--- src/rtl/bram_access_ctrl.sv ---
// Load/store initiator for the single-port data BRAM: byte/half/word access with sub-word
// stores done as read-modify-write. Optional `BRAM_ACCESS_MISALIGN_CHECK_EN rejects bad requests.
module bram_access_ctrl (
    input  logic        clk,
    input  logic        rstn,
    input  logic        req_valid,
    output logic        req_ready,
    input  logic        req_we,
    input  logic [1:0]  req_size,
    input  logic        req_unsigned,
    input  logic [31:0] req_addr,
    input  logic [31:0] req_wdata,
    output logic        resp_valid,
    output logic [31:0] resp_rdata,
    output logic        resp_err,
    output logic        mem_we,
    output logic [31:0] mem_addr,
    output logic [31:0] mem_din,
    input  logic [31:0] mem_dout,
    output logic [2:0]  dbg_state
);

    typedef enum logic [2:0] {IDLE, RD, RD_DATA, WR, RESP} state_t;

    // Handshake: a request transfers on the rising edge where req_valid && req_ready;
    // req_ready is registered and only high in IDLE, responses have no backpressure.
    state_t      state;
    logic        op_we;
    logic [1:0]  op_size;
    logic        op_unsigned;
    logic [1:0]  op_lane;
    logic [31:0] op_wdata;
    logic        req_bad;

`ifdef BRAM_ACCESS_MISALIGN_CHECK_EN
    always_comb begin
        req_bad = 1'b0;
        case (req_size)
            2'b01:   req_bad = req_addr[0];
            2'b10:   req_bad = (req_addr[1:0] != 2'b00);
            2'b11:   req_bad = 1'b1;
            default: req_bad = 1'b0;
        endcase
    end
`else
    assign req_bad = 1'b0;
`endif

    assign dbg_state = state;

    function automatic logic [31:0] load_extend(input logic [31:0] word, input logic [1:0] size,
                                                input logic uns, input logic [1:0] lane);
        logic [7:0]  b;
        logic [15:0] h;
        b = word[{lane, 3'b000} +: 8];
        h = lane[1] ? word[31:16] : word[15:0];
        case (size)
            2'b00:   load_extend = {{24{~uns & b[7]}}, b};
            2'b01:   load_extend = {{16{~uns & h[15]}}, h};
            default: load_extend = word;
        endcase
    endfunction

    // Only byte and half stores take the read-modify-write path.
    function automatic logic [31:0] merge_lane(input logic [31:0] word, input logic [1:0] size,
                                               input logic [1:0] lane, input logic [31:0] wdata);
        logic [31:0] m;
        m = word;
        if (size == 2'b00)
            m[{lane, 3'b000} +: 8] = wdata[7:0];
        else if (lane[1])
            m[31:16] = wdata[15:0];
        else
            m[15:0] = wdata[15:0];
        return m;
    endfunction

    always_ff @(posedge clk or negedge rstn) begin
        if (!rstn) begin
            state       <= IDLE;
            req_ready   <= 1'b0;
            resp_valid  <= 1'b0;
            resp_rdata  <= 32'h0;
            resp_err    <= 1'b0;
            mem_we      <= 1'b0;
            mem_addr    <= 32'h0;
            mem_din     <= 32'h0;
            op_we       <= 1'b0;
            op_size     <= 2'b00;
            op_unsigned <= 1'b0;
            op_lane     <= 2'b00;
            op_wdata    <= 32'h0;
        end else begin
            req_ready  <= 1'b0;
            resp_valid <= 1'b0;
            mem_we     <= 1'b0;
            case (state)
                IDLE: begin
                    req_ready <= 1'b1;
                    if (req_valid && req_ready) begin
                        req_ready   <= 1'b0;
                        op_we       <= req_we;
                        op_size     <= req_size;
                        op_unsigned <= req_unsigned;
                        op_lane     <= req_addr[1:0];
                        op_wdata    <= req_wdata;
                        if (req_bad) begin
                            state      <= RESP;
                            resp_valid <= 1'b1;
                            resp_err   <= 1'b1;
                            resp_rdata <= 32'h0;
                        end else if (req_we && req_size[1]) begin
                            state    <= WR;
                            mem_addr <= {req_addr[31:2], 2'b00};
                            mem_we   <= 1'b1;
                            mem_din  <= req_wdata;
                        end else begin
                            state    <= RD;
                            mem_addr <= {req_addr[31:2], 2'b00};
                        end
                    end
                end
                RD: state <= RD_DATA;
                RD_DATA: begin
                    if (op_we) begin
                        state   <= WR;
                        mem_we  <= 1'b1;
                        mem_din <= merge_lane(mem_dout, op_size, op_lane, op_wdata);
                    end else begin
                        state      <= RESP;
                        resp_valid <= 1'b1;
                        resp_err   <= 1'b0;
                        resp_rdata <= load_extend(mem_dout, op_size, op_unsigned, op_lane);
                    end
                end
                WR: begin
                    state      <= RESP;
                    resp_valid <= 1'b1;
                    resp_err   <= 1'b0;
                    resp_rdata <= 32'h0;
                end
                RESP: begin
                    state     <= IDLE;
                    req_ready <= 1'b1;
                end
                default: state <= IDLE;
            endcase
        end
    end

endmodule
--- config.mk ---
export PLATFORM = sky130hd
export DESIGN_NAME = bram_access_ctrl
export DESIGN_NICKNAME = d
export VERILOG_FILES = /design/src/rtl/bram_access_ctrl.sv
export SDC_FILE = /design/constraint.sdc
export NUM_CORES = 1
export LEC_CHECK = 0
export ABC_AREA = 1
export CELL_PAD_IN_SITES_DETAIL_PLACEMENT = 1
export CELL_PAD_IN_SITES_GLOBAL_PLACEMENT = 1
export CORE_MARGIN = 4
export CORE_UTILIZATION = 36
export DETAILED_ROUTE_END_ITERATION = 7
export HOLD_SLACK_MARGIN = 0.08
export MAX_ROUTING_LAYER = met4
export PLACE_DENSITY_LB_ADDON = 0.3
export RECOVER_POWER = 25
export SKIP_CTS_REPAIR_TIMING = 1
export SLEW_MARGIN = 30
export SYNTH_ARGS = -nofsm -noshare
export SYNTH_HDL_FRONTEND = slang
export SYNTH_SLANG_ARGS = --single-unit
--- constraint.sdc ---
create_clock -name clk -period 6.2 [get_ports clk]
set_clock_uncertainty 0.05 [all_clocks]
set_input_delay 1.24 -clock clk [delete_from_list [all_inputs] [get_ports clk]]
set_output_delay 1.24 -clock clk [all_outputs]
set_load 0.005 [all_outputs]
== Word-level counts from Yosys, hierarchy flattened ==
Cells that the tools add are included.

* Flip-flop bits (word level): 123
* Bits of input ports: 103
* Output and inout port bits: 103

* Add/subtract/negate cells: 1
* Equality and inequality tests: 9
* Shifts and indexed selects: 3
* Mux-type cells: 26
* Bitwise gates (word level): 3
* Reduce and logical (&&, ||, !) cells: 9

{| class="wikitable"
|+ Operators with widths
! kind !! number
|-
| case mux 32 bit (2 select lines) || 3
|-
| two-way mux 32 bit || 5
|-
| two-way mux 16 bit || 3
|-
| bitwise mux 32 bit || 1
|-
| variable shift 8 x 7 -> 32 bit (first input constant) || 1
|-
| variable part select 32 x 6 -> 8 bit || 1
|-
| variable part select 8 x 7 -> 32 bit || 1
|-
| case mux 3 bit (4 select lines) || 1
|-
| != test 2 bit (second input constant) || 4
|-
| case mux 1 bit (2 select lines) || 4
|-
| negation 5 -> 7 bit || 1
|-
| equality test 3 x 2 -> 1 bit (second input constant) || 2
|-
| two-way mux 1 bit || 6
|-
| two-way mux 3 bit || 2
|-
| AND reduction 2 bit || 2
|-
| AND reduction 4 bit || 1
|-
| nonzero test 2 bit || 2
|-
| equality test 3 x 1 -> 1 bit (second input constant) || 1
|-
| equality test 3 bit (second input constant) || 1
|-
| zero test 3 bit || 1
|-
| bitwise AND 1 bit || 2
|-
| equality test 2 x 1 -> 1 bit (second input constant) || 1
|-
| logical AND 1 bit || 2
|-
| zero test 2 bit || 1
|-
| 2 further kinds || 2
|}

== Depth between registers and ports, before layout ==
* Depth after elaboration: 6
* Depth in mapped cells: 12

== Least setup slack after synthesis ==
No wires, ideal clock.

* Kind: in2reg
* From: input port req_valid
* To: register mem_din[27]
* Arrival time: 2.063 ns
* Data required time: 6.033 ns
* Slack: 3.970 ns
* Cell stages on the path: 9
* Cell sequence: nand2_1 nor2_4 nand3_2 nand2_4 inv_2 buf_6 buf_6 nand2_1 nand2_1

* Cells in the longest elaborated chain, start to end: 3

{| class="wikitable"
|+ RTL lines
! what !! line !! text
|-
| from (decl) || 6 || <nowiki>input logic req_valid,</nowiki>
|-
| logical AND 1 bit || 100 || <nowiki>if (req_valid && req_ready) begin</nowiki>
|-
| != test 2 bit (no line) || -- ||
|-
| AND reduction 4 bit (no line) || -- ||
|-
| to (signal assigned) || 116 || <nowiki>mem_din <= req_wdata;</nowiki>
|-
| to (signal assigned) || 128 || <nowiki>mem_din <= merge_lane(mem_dout, op_size, op_lane, op_wdata);</nowiki>
|-
| to (decl) || 18 || <nowiki>output logic [31:0] mem_din,</nowiki>
|}

No other way between the ends.
A chain may end at the register's enable or synchronous reset.

== Worst setup path in the final report ==
* From: register state[1], in the netlist dbg_state[1]
* To: register resp_rdata[7]

* Cells in the longest elaborated chain, start to end: 3
* Elaborated cells on any way between the ends: 6
* Classes of those cells: eq/ne: 3; mux: 1; reduce/logical: 2

{| class="wikitable"
|+ RTL lines
! what !! line !! text
|-
| from (decl) || 27 || <nowiki>state_t state;</nowiki>
|-
| from (signal assigned) || 80 || <nowiki>state <= IDLE;</nowiki>
|-
| from (signal assigned) || 108 || <nowiki>state <= RESP;</nowiki>
|-
| from (signal assigned) || 113 || <nowiki>state <= WR;</nowiki>
|-
| equality test 3 x 2 -> 1 bit || 97 || <nowiki>case (state)</nowiki>
|-
| != test 2 bit (no line) / nonzero test 2 bit (equally long branches) || -- ||
|-
| AND reduction 2 bit (no line) || -- ||
|-
| to (signal assigned) || 133 || <nowiki>resp_rdata <= load_extend(mem_dout, op_size, op_unsigned, op_lane);</nowiki>
|-
| to (decl) || 14 || <nowiki>output logic [31:0] resp_rdata,</nowiki>
|}

Parallel ways exist; a longest one is shown, timed or not.

==> results.toml <==
[status]
outcome = "finished, violations left"
violations = "max-capacitance violations, max-slew violations"

[sta]
worst_slack_ns = 1.74
setup_tns_ns = 0
period_share_pct = 72.0
finalSetupViolations = 0
final_max_slew_viol_count = 88
worst_pin_slew_ns = 2.94
slew_headroom_pct = -96.1
hold_viol_final = 0
clock.fmax_ghz = 0.224
rsz0062_at_grt = "no"
period_needed_ns = 4.46

[setup_path]
critical_path_class = "reg2reg"
endpoint_kind = "register"
r2r_start = "dbg_state[1]"
cpPeakStageDelay_ns = 1.71
cp_max_fo = 35
rr_endpoint = "resp_rdata[7]"
worst-r2r-setup-slack_ns = 1.74
cp_slowest_cell = "nor2_1"
startpoint_type = "register"
cp.arrival_ns = 4.77
cp_cell_sequence = "inv_1 > nor2_1 > inv_1 > nor2_1 > nand2_1 > clkinv_1 > o21ai_0 > nand2_1"
reg2reg_depth = 8
worst_ep_required_time_ns = 6.50

[yosys]
synth.top_cell.area_share_pct = 45.1
syn_area_um2 = 6780
yosysUniqueCellTypes = 29
ys_top_cells_by_area = "dfrtp_1, nand2_1, o21ai_0, a21oi_1, inv_1"
synth_sequential_area_ratio_pct = 45.1
synth_edf_count = 0
postSynthAreaPerCell_um2 = 6.94
ys_ff_latch = 122
yosysWarningCount = 0
async_flop_share_pct = 100
dominantRegCellSynth = "dfrtp_1"
synthCells = 977
synth_top_cell_by_area = "dfrtp_1"

[floorplan]
rows = 49
ios = 206
die_h_um = 145
dieWidth_um = 145
die_area_um2 = 21100
start_util_pct = 37.2
coreArea_um2 = 18200

[place]
gp_congestion = 0.875
port_buffers = 202
dpl.cell_count = 1359
post-place-ws_ns = 2.54
dp_hpwl_mm = 18.4

[clock_network]
h-tree-depth = 4
root_buffer = "clkbuf_16"
cts_made_buffers = 17
clk_pin_slew_ns = 0.06
clock_path_buffers = 2
clkSinkCount = 122
cts_tree = "done"
clk_latency_ns = 0.42

[grt]
grtUsageTotal_pct = 24.5
grt_max_degree = 73
gr-total-overflow = 0
antenna_found_initial = 0
grt_pass1_wl_mm = 40.4
grt_pass1_vias = 7437

[routing]
vias = 7136
wl_per_cell_um = 18.3
post-route-drc-count = 0
via_per_inst = 5.14
routed_wl_mm = 25.5
drtIter0Drc = 439
postRouteAntennaNets = 0
dr.pass1.iters = 5

[hold_path]
min-delay-path-class = "reg2reg"
min_path_cells = 2
min-delay-start = "mem_addr[28]"
hold_path_end = "mem_addr[28]"

[pwr]
power.leakage_nw = 4.56
p_total_mw = 4.63
p_per_area_nw_per_um2 = 495
vdd_ir_drop_max_v = 0.000298

[finish]
syn_to_final_growth_pct = 38.0
final_cells = 1389
drive_gt1_share_pct = 4.14
antenna_cells = 0
fillers = 2287
final_core_util_pct = 51.4
layout.nets = 1257

[flow_run]
drv_cap = 2
[sequential cells by signal (all words and copies together) (netlist names)]
| name | flops |
|---|---|
| dbg_state | 3 |
| mem_addr | 30 |
| mem_din | 32 |
| mem_we | 1 |
| op_lane | 2 |
| op_size | 2 |
| op_unsigned | 1 |
| op_wdata | 16 |
| op_we | 1 |
| req_ready | 1 |
| resp_rdata | 32 |
| resp_valid | 1 |
[layer usage]
metal,vias up,wire (um),global-route usage (%)
li1,3432,-,-
met3,42,1810,6.83
met5,-,0,-
met4,0,605,7.60
met2,264,11900,39.2
met1,3398,11100,30.2
[critical path, delay by kind of cell (launching register included)]
kind	cells	cell delay, ns
and+or+nand+nor	4	3.07
buffers and inverters	3	0.67
DFF	1	0.38
AOI/OAI and AO/OA	1	0.22
[area by class of cell]
type | instances | area [um^2] | area share (%)
inverters | 64 | 243 | 2.59
multi-input cells | 739 | 3210 | 34.3
repair buffers | 205 | 2040 | 21.8
flip-flops and latches | 122 | 3060 | 32.7
clock buffers | 22 | 474 | 5.07
clock inverters | 8 | 47.5 | 0.508
well taps | 229 | 287 | 3.06
[cells in the mapped netlist (2+ instances only)]
master    count
nor2_2        2
nand2_2       4
buf_2        22
inv_2         3
buf_4         4
dfrtp_1     122
inv_1        57
nand2_1     472
nand3_1      36
nand4_1       5
nor2_4        3
clkinv_1      3
buf_6         4
a21oi_1      51
ha_1          5
o21ai_0      90
o21ai_1       7
a22o_1        7
nor2_1       36
o211ai_1     13
clkbuf_1     23
[stage by stage]
stage / cell area, um^2 / hold WS [ns]
after floorplan: 6780 / 0.414
after global placement: 8840 / 0.403
after detailed placement: 8840 / 0.413
after CTS: 9360 / 0.427
after global routing: 9350 / 0.443
final: 9350 / 0.421
[cell usage in the layout (no fill, tap or decap), drive strengths merged]
cell type / Yosys / layout
nand2: 477 / 477
clkdlybuf4s50: 0 / 200
dfrtp: 122 / 122
o21ai: 97 / 97
inv: 61 / 60
a21oi: 51 / 51
nor2: 41 / 41
nand3: 38 / 38
clkbuf: 23 / 23
o211ai: 13 / 13
clkinv: 3 / 9
a22o: 7 / 7
nand4: 5 / 5
ha: 5 / 5
conb: 1 / 3
clkinvlp: 0 / 3
buf: 31 / 3
nor3: 1 / 1
a31oi: 1 / 1
dlygate4sd3: 0 / 1
[kinds of logic (layout without fill, tap and decap cells)]
kind of cell / Yosys count / count (layout) / share of synthesized area (%)
adders and majority gates: 5 / 5 / 0.923
AOI/OAI and AO/OA: 169 / 169 / 13.4
DFF: 122 / 122 / 45.1
and+or+nand+nor: 562 / 562 / 33.0
buffers and inverters: 118 / 299 / 7.64
other: 1 / 3 / 0.0553
[how the worst max path moves through the flow]
stage,start,endpoint,slack [ns],cells after the start
final,dbg_state[1],resp_rdata[7],1.74,8
after detailed placement,req_valid,mem_addr[6],2.54,7
after global placement,req_valid,mem_addr[29],2.58,7
after global routing,dbg_state[1],resp_rdata[7],1.28,8
after floorplan,req_valid,mem_din[27],3.97,9
after CTS,op_lane[1],mem_din[12],2.81,11
[power breakdown]
| group | leakage (nW) | internal, mW | switching [mW] | total (mW) |
|---|---|---|---|---|
| registers | 1.55 | 1.16 | 0.297 | 1.46 |
| logic | 2.76 | 0.996 | 1.28 | 2.28 |
| clock network | 0.253 | 0.533 | 0.359 | 0.892 |
Power figures use the tool's default switching activity.
==> patch 1 (same flow settings) <==
Register the output `resp_err` once more, with the module's reset; this adds one clock of latency there. The other outputs are not delayed to match.
--- a/src/rtl/bram_access_ctrl.sv
+++ b/src/rtl/bram_access_ctrl.sv
@@ -21,6 +21,8 @@
 );
 
     typedef enum logic [2:0] {IDLE, RD, RD_DATA, WR, RESP} state_t;
+
+    logic resp_err_s0;
 
     // Handshake: a request transfers on the rising edge where req_valid && req_ready;
     // req_ready is registered and only high in IDLE, responses have no backpressure.
@@ -81,7 +83,7 @@
             req_ready   <= 1'b0;
             resp_valid  <= 1'b0;
             resp_rdata  <= 32'h0;
-            resp_err    <= 1'b0;
+            resp_err_s0 <= 1'b0;
             mem_we      <= 1'b0;
             mem_addr    <= 32'h0;
             mem_din     <= 32'h0;
@@ -107,7 +109,7 @@
                         if (req_bad) begin
                             state      <= RESP;
                             resp_valid <= 1'b1;
-                            resp_err   <= 1'b1;
+                            resp_err_s0 <= 1'b1;
                             resp_rdata <= 32'h0;
                         end else if (req_we && req_size[1]) begin
                             state    <= WR;
@@ -129,14 +131,14 @@
                     end else begin
                         state      <= RESP;
                         resp_valid <= 1'b1;
-                        resp_err   <= 1'b0;
+                        resp_err_s0 <= 1'b0;
                         resp_rdata <= load_extend(mem_dout, op_size, op_unsigned, op_lane);
                     end
                 end
                 WR: begin
                     state      <= RESP;
                     resp_valid <= 1'b1;
-                    resp_err   <= 1'b0;
+                    resp_err_s0 <= 1'b0;
                     resp_rdata <= 32'h0;
                 end
                 RESP: begin
@@ -148,4 +150,12 @@
         end
     end
 
+    always_ff @(posedge clk or negedge rstn) begin
+        if (!rstn) begin
+            resp_err <= '0;
+        end else begin
+            resp_err <= resp_err_s0;
+        end
+    end
+
 endmodule
Formal check against the unedited RTL: no difference found for any inputs over 4 cycles, from zero or initial values and one cycle with rstn low; that may be too few to reach the edited logic, so the function may still have changed.
==> patch 1 against the original RTL <==
- the run still ends with capacitance limit, slew limit left
- wire length decreased by 2.2%
- fmax increased by 13%
- worst setup slack improved by 0.52 ns
- clock power increased by 9.3%
- sequential cell count unchanged
- area after synthesis increased by 2.1%
- first-iteration DRC count increased by 24%
- cell area increased by 1.9%
- power increased by 1.2%
- non-clock buffer count increased by 1
==> patch 1: results (changes against the original RTL) <==
Hold path
  • Hold-critical path depth: 2 (unchanged)
  • Start point of the worst hold path: mem_addr[9] (was mem_addr[28])
  • Worst Hold Path EP: mem_addr[9] (was mem_addr[28])

Drt
  • WL met1: 10.9 mm (was 11.1 mm)
  • Final wirelength: 24.9 mm (was 25.5 mm)
  • Via count: 7056 (was 7136)
  • Drt first-iter violations: 544 (was 439)

Layout
  • Fin cells: 1419 (was 1389)
  • Fraction of layout cells with a size suffix above 1: 5.00% (was 4.14%)
  • NumNets Final: 1254 (was 1257)
  • Ant diodes: 0 (unchanged)

Placement
  • Post-DP HPWL: 18.1 mm (was 18.4 mm)
  • Final Wtd Congestion: 0.917 (was 0.875)
  • Placed cell areas: 8980 µm² (was 8840 µm²)

Logic synthesis
  • Post-Syn Area per Cell: 7.10 µm² (was 6.94 µm²)
  • Synth Area in Compound Gates: 15.8% (was 13.4%)
  • Ranking of synthesized cells by area: dfrtp_1 44%, nand2_1 17%, o21ai_0 6.3%, nor2_1 6.2%, a21oi_1 5.4% (was dfrtp_1 45%, nand2_1 26%, o21ai_0 6.6%, a21oi_1 3.8%, inv_1 3.2%)
  • Unique cell type count in the Yosys netlist: 33 (was 29)
  • Post-synthesis sequential area ratio: 44.1% (was 45.1%)

Global routing
  • Met2 GRT Util: 36.1% (was 39.2%)
  • Vias in the first global route: 7309 (was 7437)
  • First-pass GRT wire length: 39.7 mm (was 40.4 mm)
  • Grt met1 use: 30.2% (about the same)
  • Met3 global-route usage: 7.60% (was 6.83%)

Critical path
  • CP top delay family: buffers and inverters (was simple AND/OR/NAND/NOR gates)
  • Reg2Reg Launch Point: dbg_state[2] (was dbg_state[1])
  • Reg-to-reg slack, setup: 2.60 ns (was 1.74 ns)
  • Critical path peak fanout: 72 (was 35)
  • Slowest CP cell: clkbuf_1 (was nor2_1)
  • WP data arrival: 3.83 ns (was 4.77 ns)
  • CP max stage delay: 2.03 ns (was 1.71 ns)
  • R2R depth: 7 (was 8)

Power and ir drop
  • Static leakage: 4.47 nW (was 4.56 nW)
  • Max VDD drop: 245 µV (was 298 µV)

Status
  • Failing checks: capacitance limit, slew limit (unchanged)
  • Outcome: complete, but fails checks (unchanged)

Timing
  • Pins over their slew limit: 52 (was 88)
  • Least-Margin Pin Slew: 2.76 ns (was 2.94 ns)

Job
  • Max_cap viols: 1 (was 2)
## patch 1: final cells by class
type	instances	area, µm²
fill	2367	9300
tap	260	325
clock inverter	12	125
sequential	122	3060
clock buffer	20	447
multi-input combinational	710	3190
timing repair buffer	206	2050
inverter	89	342
## patch 1: where the power goes
part / leakage [nW] / internal (W) / switching [W] / total [W]
clock network: 0.276 / 0.000599 / 0.000377 / 0.000975
registers: 1.50 / 0.00115 / 0.000286 / 0.00144
logic: 2.69 / 0.000982 / 0.00129 / 0.00227
total: 4.47 / 0.00274 / 0.00195 / 0.00468
## patch 1: cells by family (layout without fill, tap and decap cells)
group | Yosys count | count (layout)
DFF | 122 | 122
buffers and inverters | 145 | 327
other | 1 | 3
and+or+nand+nor | 498 | 498
AOI/OAI and AO/OA | 204 | 204
adders and majority gates | 5 | 5
## patch 1: worst max path at each step
stage                 startpoint             to  slack [ns]  depth (start not counted)
floorplan              req_valid    mem_din[31]        4.04                          8
global placement       req_valid    mem_din[31]        2.62                          7
detailed placement     req_valid    mem_din[31]        2.57                          7
CTS                 dbg_state[2]  resp_rdata[7]        2.97                          7
global route                rstn  resp_rdata[5]        1.53                          2
finish                      rstn   mem_addr[28]        2.25                          2
## patch 1: through the flow
stage | hold WS [ns] | util (%) | setup slack (ns) | total power, W
finish | 0.420 | 50.6 | 2.25 | 0.00468
floorplan | 0.415 | - | 4.04 | 0.00271
global route | 0.453 | 50.6 | 1.53 | 0.00507
detailed placement | 0.416 | 47.7 | 2.57 | 0.00372
CTS | 0.430 | 50.7 | 2.97 | 0.00473
global placement | 0.404 | 47.7 | 2.62 | 0.00365
==> patch 2 (same flow settings) <==
Made on the original files. Add a define of `BRAM_ACCESS_MISALIGN_CHECK_EN`.
--- a/src/rtl/bram_access_ctrl.sv
+++ b/src/rtl/bram_access_ctrl.sv
@@ -1,5 +1,7 @@
 // Load/store initiator for the single-port data BRAM: byte/half/word access with sub-word
 // stores done as read-modify-write. Optional `BRAM_ACCESS_MISALIGN_CHECK_EN rejects bad requests.
+`define BRAM_ACCESS_MISALIGN_CHECK_EN
+
 module bram_access_ctrl (
     input  logic        clk,
     input  logic        rstn,
Check against the original RTL: not equivalent (Yosys sat finds a counterexample within 4 cycles, from zero or initial values and one cycle with rstn low).
==> patch 2 against the original RTL <==
- the flow still finishes with violations (capacitance limit, slew limit)
- critical path depth is 6 lower
- wire length grew 4.7%
- cell area rose by 6.1%
- power grew 5.3%
- worst setup slack gained 0.53 ns
- sequential cell count grew 1
- sequential share of layout area down 1.6 points
- area after synthesis is 5.6% higher
- largest power group unchanged
==> patch 2: results (changes against the original RTL) <==
Status
  • Outcome: complete, but fails checks (unchanged)
  • Failing checks: capacitance limit, slew limit (unchanged)

Layout
  • Fillers: 2480 (was 2287)
  • NumNets Final: 1308 (was 1257)
  • Fraction of layout cells with a size suffix above 1: 6.35% (was 4.14%)

Power and ir drop
  • Reg power frac: 29.4% (was 31.5%)
  • Internal: 0.00283 W (was 0.00269 W)
  • Combinational power: 0.00236 W (was 0.00228 W)
  • Max VDD drop: 215 µV (was 298 µV)
  • Clock share of power: 22.2% (was 19.3%)

Critical path
  • CP max stage delay: 1.83 ns (was 1.71 ns)
  • CP top delay family: buffers and inverters (was simple AND/OR/NAND/NOR gates)
  • R2R depth: 9 (was 8)
  • Slowest CP cell: clkbuf_1 (was nor2_1)
  • WP data arrival: 3.71 ns (was 4.77 ns)

Logic synthesis
  • Top cells by count, synth: 465 x nand2_1, 123 x dfrtp_1, 122 x nand3_1, 51 x a21oi_1, 50 x o21ai_0 (was 472 x nand2_1, 122 x dfrtp_1, 90 x o21ai_0, 57 x inv_1, 51 x a21oi_1)
  • Mux cell area share after synthesis: 1.26% (was 0%)
  • Ranking of synthesized cells by area: dfrtp_1 43%, nand2_1 24%, nand3_1 8.5%, a21oi_1 3.6%, o21ai_0 3.5% (was dfrtp_1 45%, nand2_1 26%, o21ai_0 6.6%, a21oi_1 3.8%, inv_1 3.2%)
  • Synth Area in Compound Gates: 8.13% (was 13.4%)
  • Unique cell type count in the Yosys netlist: 32 (was 29)

Global routing
  • Largest net degree at the start of global routing: 82 (was 73)
  • Vias in the first global route: 7677 (was 7437)
  • First-pass GRT wire length: 42.5 mm (was 40.4 mm)
  • Global-route usage over all layers: 24.8% (was 24.5%)

Placement
  • Final Wtd Congestion: 0.863 (was 0.875)
  • PortBufs: 203 (was 202)
  • Placed cell areas: 9270 µm² (was 8840 µm²)

Job
  • Max_cap viols: 1 (was 2)

Timing
  • Worst relative slew slack: -65.9% (was -96.1%)
  • Pins over their slew limit: 44 (was 88)
==> patch 2: metrics by stage <==
| stage | instances | util [%] | worst slack [ns] |
|---|---|---|---|
| 3_3_place_gp | 1445 | 47.4 | 2.04 |
| 3_5_place_dp | 1445 | 47.5 | 1.95 |
| 4_1_cts | 1476 | 50.7 | 2.37 |
| 6_report | 1477 | 50.8 | 2.26 |
| 2_1_floorplan | 1034 | - | 4.01 |
| 5_1_grt | 1477 | 50.8 | 1.68 |
==> patch 2: final timing paths <==
path                               endpoint          from  slack, ns
worst max register to register  mem_din[18]  dbg_state[2]       2.59
worst min register to register  mem_addr[5]   mem_addr[5]       0.42
worst max-delay path             op_lane[1]          rstn       2.26
worst min-delay path            mem_addr[5]   mem_addr[5]       0.42
min in group asynchronous          resp_err          rstn       0.83
max in group clk                mem_din[18]  dbg_state[2]       2.59
==> patch 2: per-layer routing <==
layer  vias up  routed length (µm)  GRT usage (%)
li1       3638                   -              -
met1      3662               12000           33.4
met2       227               12700           38.8
met3        42                1320           3.80
met4         0                 696           8.15
met5         -                   0              -
==> patch 2: cell families (layout without fill, tap and decap cells) <==
family / after synthesis / in the layout
fa+ha+maj: 5 / 5
other cells: 1 / 2
mux: 8 / 8
simple gates: 665 / 665
flops: 123 / 123
compound gates: 111 / 111
buf+inv: 120 / 298
==> patch 2: cell type report <==
class                   instances  area (µm²)  area share (%)
multi-input cells             791        3560            35.9
clock inverters                13         191            1.93
repair buffers                209        2090            21.1
flip-flops and latches        123        3080            31.0
well taps                     265         332            3.34
clock buffers                  18         439            4.43
inverters                      58         223            2.24
